--- src/rtl/oled_pkg.sv ---
// Shared types and constant tables for the SSD1331-class OLED controller:
// FSM state encodings, the power-up command list, window opcodes and the
// colour-bar table used by the optional test pattern (OLED_TEST_PATTERN_EN).
package oled_pkg;

    typedef enum logic [2:0] {
        ST_RST_HOLD,
        ST_RST_WAIT,
        ST_INIT,
        ST_FRAME_CMD,
        ST_FETCH,
        ST_WRITE
    } oled_state_t;

    typedef enum logic [1:0] {
        WR_IDLE,
        WR_SETUP,
        WR_E_HIGH,
        WR_E_LOW
    } wr_phase_t;

    // Display off, remap/colour depth, start line, offset, normal mode,
    // multiplex ratio 64, master config, display on.
    localparam int INIT_LEN = 13;
    localparam logic [7:0] INIT_CMDS [INIT_LEN] = '{
        8'hAE, 8'hA0, 8'h32, 8'hA1, 8'h00, 8'hA2, 8'h00,
        8'hA4, 8'hA8, 8'h3F, 8'hAD, 8'h8E, 8'hAF
    };

    localparam int         FRAME_CMD_LEN = 6;
    localparam logic [7:0] OP_SET_COL    = 8'h15;
    localparam logic [7:0] OP_SET_ROW    = 8'h75;

    // RGB332 colours for the eight vertical test bars, left to right.
    localparam logic [7:0] BAR_COLORS [8] = '{
        8'hFF, 8'hFC, 8'h1F, 8'h1C, 8'hE3, 8'hE0, 8'h03, 8'h00
    };

    // Per-frame window: full column range then full row range.
    function automatic logic [7:0] frame_cmd_byte(input logic [3:0] idx,
                                                  input int width,
                                                  input int height);
        case (idx)
            4'd0:    return OP_SET_COL;
            4'd1:    return 8'h00;
            4'd2:    return 8'(width - 1);
            4'd3:    return OP_SET_ROW;
            4'd4:    return 8'h00;
            default: return 8'(height - 1);
        endcase
    endfunction

endpackage

--- src/rtl/oled_byte_writer.sv ---
// 6800-style single byte strobe: one SETUP cycle, CLK_DIV cycles with E high,
// CLK_DIV cycles with E low. dc/dout are held for the whole byte.
// Handshake: start is accepted only while busy=0; done is high during the
// last E-low cycle of the byte, the cycle before busy drops.
module oled_byte_writer
    import oled_pkg::*;
#(
    parameter int CLK_DIV = 4
) (
    input  logic       clk,
    input  logic       rst,
    input  logic       start,
    input  logic       dc_in,
    input  logic [7:0] data_in,
    output logic       busy,
    output logic       done,
    output logic       e,
    output logic       dc,
    output logic [7:0] dout
);

    localparam int              DIV_W    = (CLK_DIV > 1) ? $clog2(CLK_DIV) : 1;
    localparam logic [DIV_W-1:0] DIV_LAST = DIV_W'(CLK_DIV - 1);

    wr_phase_t        phase;
    logic [DIV_W-1:0] cnt;

    // Phase sequencer with registered bus outputs.
    always_ff @(posedge clk) begin
        if (rst) begin
            phase <= WR_IDLE;
            cnt   <= '0;
            e     <= 1'b0;
            dc    <= 1'b0;
            dout  <= 8'h00;
        end else begin
            case (phase)
                WR_IDLE: begin
                    if (start) begin
                        phase <= WR_SETUP;
                        dc    <= dc_in;
                        dout  <= data_in;
                    end
                end
                WR_SETUP: begin
                    phase <= WR_E_HIGH;
                    e     <= 1'b1;
                    cnt   <= '0;
                end
                WR_E_HIGH: begin
                    if (cnt == DIV_LAST) begin
                        phase <= WR_E_LOW;
                        e     <= 1'b0;
                        cnt   <= '0;
                    end else begin
                        cnt <= cnt + DIV_W'(1);
                    end
                end
                WR_E_LOW: begin
                    if (cnt == DIV_LAST) begin
                        phase <= WR_IDLE;
                    end else begin
                        cnt <= cnt + DIV_W'(1);
                    end
                end
                default: phase <= WR_IDLE;
            endcase
        end
    end

    assign busy = (phase != WR_IDLE);
    assign done = (phase == WR_E_LOW) && (cnt == DIV_LAST);

endmodule

--- src/rtl/oled_ctrl.sv ---
// OLED controller top: panel reset and power-up, init command list, then a
// continuous refresh of window commands followed by WIDTH*HEIGHT pixel bytes
// fetched from the tilemap layer. Optional macro OLED_TEST_PATTERN_EN adds a
// test_pattern input that substitutes eight vertical colour bars.
// Pixel period: one address-setup cycle, one request cycle, PIXEL_LATENCY
// wait, start hand-off, then the 2*CLK_DIV+1 byte (14 cycles at defaults).
module oled_ctrl
    import oled_pkg::*;
#(
    parameter int WIDTH         = 96,
    parameter int HEIGHT        = 64,
    parameter int CLK_DIV       = 4,
    parameter int RST_CYCLES    = 1000,
    parameter int WAIT_CYCLES   = 1000,
    parameter int PIXEL_LATENCY = 2
) (
    input  logic        clk,
    input  logic        rst,
`ifdef OLED_TEST_PATTERN_EN
    input  logic        test_pattern,
`endif
    output logic        pixel_re,
    output logic [12:0] pixel_addr,
    input  logic [7:0]  pixel_data,
    output logic        frame_done,
    output logic        oled_cs,
    output logic        oled_rst,
    output logic        oled_dc,
    output logic        oled_e,
    output logic [7:0]  oled_dout
);

    localparam int NPIX    = WIDTH * HEIGHT;
    localparam int ADDR_W  = (NPIX > 1) ? $clog2(NPIX) : 1;
    localparam int CNT_MAX = (RST_CYCLES > WAIT_CYCLES) ? RST_CYCLES : WAIT_CYCLES;
    localparam int CNT_W   = $clog2(CNT_MAX + 1);
    localparam int LAT_W   = $clog2(PIXEL_LATENCY + 2);

    localparam logic [ADDR_W-1:0] ADDR_LAST = ADDR_W'(NPIX - 1);
    localparam logic [CNT_W-1:0]  RST_LAST  = CNT_W'(RST_CYCLES - 1);
    localparam logic [CNT_W-1:0]  WAIT_LAST = CNT_W'(WAIT_CYCLES - 1);
    // pixel_re is issued at lat_cnt==0 and visible at 1; data arrives
    // PIXEL_LATENCY cycles after that.
    localparam logic [LAT_W-1:0]  LAT_LAST  = LAT_W'(PIXEL_LATENCY + 1);

    oled_state_t       state;
    logic [CNT_W-1:0]  cnt;
    logic [3:0]        cmd_idx;
    logic              pend;
    logic [ADDR_W-1:0] addr;
    logic [LAT_W-1:0]  lat_cnt;
    logic              wr_start;
    logic              wr_dc;
    logic [7:0]        wr_data;
    logic              wr_busy;
    logic              wr_done;
    logic [7:0]        pixel_byte;

`ifdef OLED_TEST_PATTERN_EN
    localparam int XW = (WIDTH > 1) ? $clog2(WIDTH) : 1;
    logic [XW-1:0] x_cnt;
    logic [2:0]    bar_idx;

    assign bar_idx    = 3'((32'(x_cnt) * 8) / WIDTH);
    assign pixel_byte = test_pattern ? BAR_COLORS[bar_idx] : pixel_data;

    // Column tracker for the bar pattern, kept in step with addr.
    always_ff @(posedge clk) begin
        if (rst) begin
            x_cnt <= '0;
        end else if (state == ST_WRITE && wr_done) begin
            if (x_cnt == XW'(WIDTH - 1) || addr == ADDR_LAST) x_cnt <= '0;
            else                                              x_cnt <= x_cnt + XW'(1);
        end
    end
`else
    assign pixel_byte = pixel_data;
`endif

    // Top sequencer: power-up, command bytes, and the fetch/write pixel loop.
    always_ff @(posedge clk) begin
        if (rst) begin
            state    <= ST_RST_HOLD;
            cnt      <= '0;
            cmd_idx  <= '0;
            pend     <= 1'b0;
            addr     <= '0;
            lat_cnt  <= '0;
            wr_start <= 1'b0;
            wr_dc    <= 1'b0;
            wr_data  <= 8'h00;
            pixel_re <= 1'b0;
            oled_cs  <= 1'b1;
            oled_rst <= 1'b0;
        end else begin
            wr_start <= 1'b0;
            pixel_re <= 1'b0;
            case (state)
                ST_RST_HOLD: begin
                    if (cnt == RST_LAST) begin
                        state    <= ST_RST_WAIT;
                        oled_rst <= 1'b1;
                        cnt      <= '0;
                    end else begin
                        cnt <= cnt + CNT_W'(1);
                    end
                end
                ST_RST_WAIT: begin
                    if (cnt == WAIT_LAST) begin
                        state   <= ST_INIT;
                        oled_cs <= 1'b0;
                        cnt     <= '0;
                    end else begin
                        cnt <= cnt + CNT_W'(1);
                    end
                end
                ST_INIT: begin
                    if (!pend) begin
                        wr_start <= 1'b1;
                        wr_dc    <= 1'b0;
                        wr_data  <= INIT_CMDS[cmd_idx];
                        pend     <= 1'b1;
                    end else if (wr_done) begin
                        pend <= 1'b0;
                        if (cmd_idx == 4'(INIT_LEN - 1)) begin
                            cmd_idx <= '0;
                            state   <= ST_FRAME_CMD;
                        end else begin
                            cmd_idx <= cmd_idx + 4'd1;
                        end
                    end
                end
                ST_FRAME_CMD: begin
                    if (!pend) begin
                        wr_start <= 1'b1;
                        wr_dc    <= 1'b0;
                        wr_data  <= frame_cmd_byte(cmd_idx, WIDTH, HEIGHT);
                        pend     <= 1'b1;
                    end else if (wr_done) begin
                        pend <= 1'b0;
                        if (cmd_idx == 4'(FRAME_CMD_LEN - 1)) begin
                            cmd_idx <= '0;
                            lat_cnt <= '0;
                            state   <= ST_FETCH;
                        end else begin
                            cmd_idx <= cmd_idx + 4'd1;
                        end
                    end
                end
                ST_FETCH: begin
                    lat_cnt <= lat_cnt + LAT_W'(1);
                    if (lat_cnt == '0) pixel_re <= 1'b1;
                    if (lat_cnt == LAT_LAST) begin
                        wr_start <= 1'b1;
                        wr_dc    <= 1'b1;
                        wr_data  <= pixel_byte;
                        state    <= ST_WRITE;
                    end
                end
                ST_WRITE: begin
                    if (wr_done) begin
                        lat_cnt <= '0;
                        if (addr == ADDR_LAST) begin
                            addr  <= '0;
                            state <= ST_FRAME_CMD;
                        end else begin
                            addr  <= addr + ADDR_W'(1);
                            state <= ST_FETCH;
                        end
                    end
                end
                default: state <= ST_RST_HOLD;
            endcase
        end
    end

    assign pixel_addr = 13'(addr);
    assign frame_done = (state == ST_WRITE) && wr_done && (addr == ADDR_LAST);

    oled_byte_writer #(
        .CLK_DIV (CLK_DIV)
    ) u_writer (
        .clk     (clk),
        .rst     (rst),
        .start   (wr_start),
        .dc_in   (wr_dc),
        .data_in (wr_data),
        .busy    (wr_busy),
        .done    (wr_done),
        .e       (oled_e),
        .dc      (oled_dc),
        .dout    (oled_dout)
    );

    // wr_busy is part of the writer handshake; the top never issues start
    // while a byte is in flight because pend/state already serialise it.
    logic unused_busy;
    assign unused_busy = wr_busy;

endmodule

--- config.mk ---
export PLATFORM = sky130hd
export DESIGN_NAME = oled_ctrl
export DESIGN_NICKNAME = d
export VERILOG_FILES = /design/src/rtl/oled_pkg.sv /design/src/rtl/oled_byte_writer.sv /design/src/rtl/oled_ctrl.sv
export SDC_FILE = /design/constraint.sdc
export NUM_CORES = 1
export LEC_CHECK = 0
export BUFFER_PORTS_ARGS = -buffer_cell sky130_fd_sc_hd__buf_2
export CAP_MARGIN = 30
export CELL_PAD_IN_SITES_DETAIL_PLACEMENT = 1
export CELL_PAD_IN_SITES_GLOBAL_PLACEMENT = 1
export CORE_MARGIN = 1
export CORE_UTILIZATION = 45
export CTS_BUF_LIST = sky130_fd_sc_hd__clkbuf_8
export DETAILED_ROUTE_END_ITERATION = 10
export PLACE_DENSITY = 0.89
export SLEW_MARGIN = 10
export SYNTH_ARGS = -nofsm -noshare
export SYNTH_HDL_FRONTEND = slang
export SYNTH_SLANG_ARGS = --single-unit
--- constraint.sdc ---
create_clock -name clk -period 2.3 [get_ports clk]
set_input_delay 0.23 -clock clk [delete_from_list [all_inputs] [get_ports clk]]
set_output_delay 0.23 -clock clk [all_outputs]
set_load 0.02 [all_outputs]
==> results.txt <==
* Total negative slack for setup checks: 0 ns
- DRC violation total after the first TritonRoute iteration: 93
- Measured along the x axis, the die boundary spans 85.91 um.
- The initial utilization of the core area, before any placement, comes to 46.63%.
- Global routing consumed, over all layers together, 22.50% of the routing resources.
- Placed inst area: 3422 um2
- Detailed-router iteration count before antenna repair: 4
- Transition time at the pin with the least slew margin: 0.6078 ns
* Reg2reg path depth: 6
* Number of distinct standard cells referenced by the synthesized netlist: 54
- Final number of setup-violating endpoints: 0
* Max IR drop VDD: 0.2768 mV
- Post-route clock skew: 0.005804 ns
- The die is 85.91 um tall.
* Biggest fanout along the worst timing path: 5
* Max_cap viols: 0
- Power per Cell Area: 556.1 nW/um2
- The die covers 7380 um2.
* Buffer cell driving the clock tree root: clkbuf_8
- Top-count cell post-synth: dfxtp_1
* Fraction of final layout cells with drive strength greater than 1: 17.10%
* Count of antenna diodes in the layout: 0
- Setup repair after global routing missed its margin: false
- Detailed-route wire length per cell: 15.16 um
* Number of synthesized flops with an enable pin: 0
- The initial antenna violation count was 0.
- The number of endpoints with negative hold slack in the final report was 0.
* Critical path launch point: pixel_addr[0]$_SDFFE_PP0P_
* Run status: finished clean
- The worst path uses 94.50% of the clock period.
- In this run the deepest clock path goes through 2 buffers.
* Syn-to-layout area delta: 13.86%
* I/O Buffers: 36
- In the synthesized netlist, the cells that appear most often are dfxtp_1 (60), nor2_1 (56), nand2_1 (36).
- Total of flip-flops plus latches after synthesis: 60
* Clock latency of the later-clocked register in the worst-skew pair: 0.34 ns
- In this run the critical register-to-register path is launched from pixel_addr[0]$_SDFFE_PP0P_.
- Counting every net in the synthesized netlist gives 408.
* Final estimated routing congestion in global placement: 0.8276
* Average cell area after synthesis: 8.359 um2
- The worst hold path belongs to the class in -> reg.
* Minimum setup slack among reg-to-reg paths: 0.20 ns
* Number of CTS-inserted buffers: 9
* Final instance area: 3607 um2
- Reg-to-reg critical path endpoint: state[2]$_SDFFE_PP0P_
- Post-synth top area share: 37.91%
- Post-synthesis instance area: 3168 um2
- Data on the critical path arrives at its endpoint at 1.94 ns.
- Of the synthesized area, sequential elements account for 37.91%.
- The floorplan step defined a core boundary enclosing 6794 um2.
- The critical path ends at frame_done.
- Remaining antenna violation count: 0
- HPWL Detailed: 5.669 mm
- Vias per cell: 5.474
- Global routing finished with a remaining overflow of 0.
- The first global-routing pass estimated 13.25 mm of wire.
* Critical Setup Path Class: reg -> out
- Ports placed on the boundary: 37
- Most used flip-flop cell after synthesis: dfxtp_1
- Post-CTS clock slew at the launch and capture registers of the worst setup and hold paths: 0.07 ns
- The worst setup path is captured at an output port.
* Slew Viols, Final: 0
- Yosys printed 0 warnings.
* Cell taking the most area after synthesis: dfxtp_1
- TritonCTS sink count: 60
- Via Count: 2,830
* Asr flop ratio synth: 0%
* Top area cells in the synthesized netlist: dfxtp_1 (38%), ha_1 (7.5%), nor2_1 (6.6%)
- Number of rows created at floorplan: 30
* Total number of H-tree levels: 3
* Worst EP required: 2.07 ns
- In the final design database the tool counted 446 nets.
- Hold Startpoint: pixel_data[0]
- Static timing analysis puts the maximum clock frequency at 0.4601 GHz.
* Static Leak: 1.427 nW
* Worst Setup Start Kind: flop
- In this run the tightest slew margin relative to its limit is 59.42%.
- After clock tree synthesis, the flow added hold-fix buffers numbering 0.
- Mapped Cells: 379
- TritonCTS clock tree: built
- Pin count of the biggest net entering global routing: 25
* Total routed wirelength: 7.838 mm
- Final worst path period need: 2.173 ns
* FILL cells: 845
- The number of global-route vias before repair came to 2,818.
* Residual DRC: 0
stage by stage:
step,power (mW),hold slack (ns),std cells,util (%),setup slack [ns]
5_1_grt,2.085,0.1877,517,53.09,0.01458
3_5_place_dp,1.208,0.4338,501,50.37,0.2786
4_1_cts,2.021,0.1528,516,52.98,0.03192
6_report,2.006,0.1564,517,53.09,0.1266
2_1_floorplan,1.170,0.3890,379,-,0.3548
3_3_place_gp,1.203,0.4316,501,50.37,0.3916
placed cells by master (no fill, tap or decap), drive strengths merged, types with 3 or more instances in the layout:
master  netlist  layout
a211oi        5       5
a21o          4       4
a21oi        30      30
a22oi         5       5
a32oi         3       3
and2          3       3
buf           5      45
clkbuf       13      11
dfxtp        60      60
ha           19      19
inv          11      13
mux2i         3       3
nand2        36      36
nand2b        5       5
nand3        18      18
nand3b        5       5
nand4        10      10
nor2         56      56
nor2b         5       5
nor3         13      13
nor4          5       5
o21ai         9       9
o22ai         3       3
o31ai         3       3
xnor2        11      11
xor2         12      12
cells by family (layout without fill, tap and decap cells):
logic type	Yosys count	after routing	share of synthesized area, %
XOR/XNOR	23	23	6.359
adder cells (fa/ha/maj)	19	19	7.504
flip-flops	60	60	37.91
AND/OR/NAND/NOR	167	167	26.34
multiplexers	5	5	1.659
buffers and inverters	29	71	4.660
AO/OA/AOI/OAI	76	76	15.56
final cells by class:
class                      instances  area, um2  share of cell area, %
clock inverter                     4      17.52                 0.4856
multi-input combinational        290       1828                  50.68
timing repair buffer              45      247.7                  6.868
inverter                          11      41.29                  1.145
tap                               96      120.1                  3.330
sequential                        60       1201                  33.30
clock buffer                      11      151.4                  4.197
power breakdown:
group	total, mW	switching [mW]	internal (mW)
clock network	0.819	0.388	0.432
registers	1.06	0.0105	1.05
logic	0.123	0.0775	0.0459
registers in the layout (all words and copies together) (netlist names):
register        flops
cmd_idx             4
cnt                10
lat_cnt             2
oled_cs             1
oled_rst            1
pend                1
pixel_addr         13
pixel_re            1
state               3
u_writer.cnt        2
u_writer.dc         1
u_writer.dout       8
u_writer.e          1
u_writer.phase      2
wr_data             8
wr_dc               1
wr_start            1
critical path, stage by stage, from the launching register on:
cell and delay [ns]:
dfxtp_1 0.41, ha_1 0.26, nand3_1 0.20, nor4_4 0.41, and2_1 0.18, buf_2 0.15
worst min-delay path by stage:
stage	endpoint	slack [ns]	cells after the start
after detailed placement	oled_cs$_SDFFE_PP1P_	0.43	1
after global routing	wr_data[0]$_SDFFE_PP0P_	0.19	3
final	wr_data[0]$_SDFFE_PP0P_	0.16	3
after floorplan	wr_data[3]$_SDFFE_PP0P_	0.39	2
after global placement	oled_cs$_SDFFE_PP1P_	0.43	1
after CTS	wr_data[0]$_SDFFE_PP0P_	0.15	3
layer usage:
| layer | track usage [%] | vias up | part of all wire, % |
|---|---|---|---|
| li1 | - | 1407 | - |
| met1 | 28.54 | 1367 | 45 |
| met2 | 38.74 | 48 | 50 |
| met3 | 3.465 | 8 | 3.4 |
| met4 | 7.879 | 0 | 1.0 |
| met5 | 0 | - | 0 |
timing repair:
action,in CTS,in global routing
setup buffers,0,1
setup endpoints to repair,1,1
gates resized for setup,1,0
endpoints found under the hold margin,0,0
gates cloned,0,0
pin swaps,0,1
No activity file was read; power rests on OpenSTA's default activity.
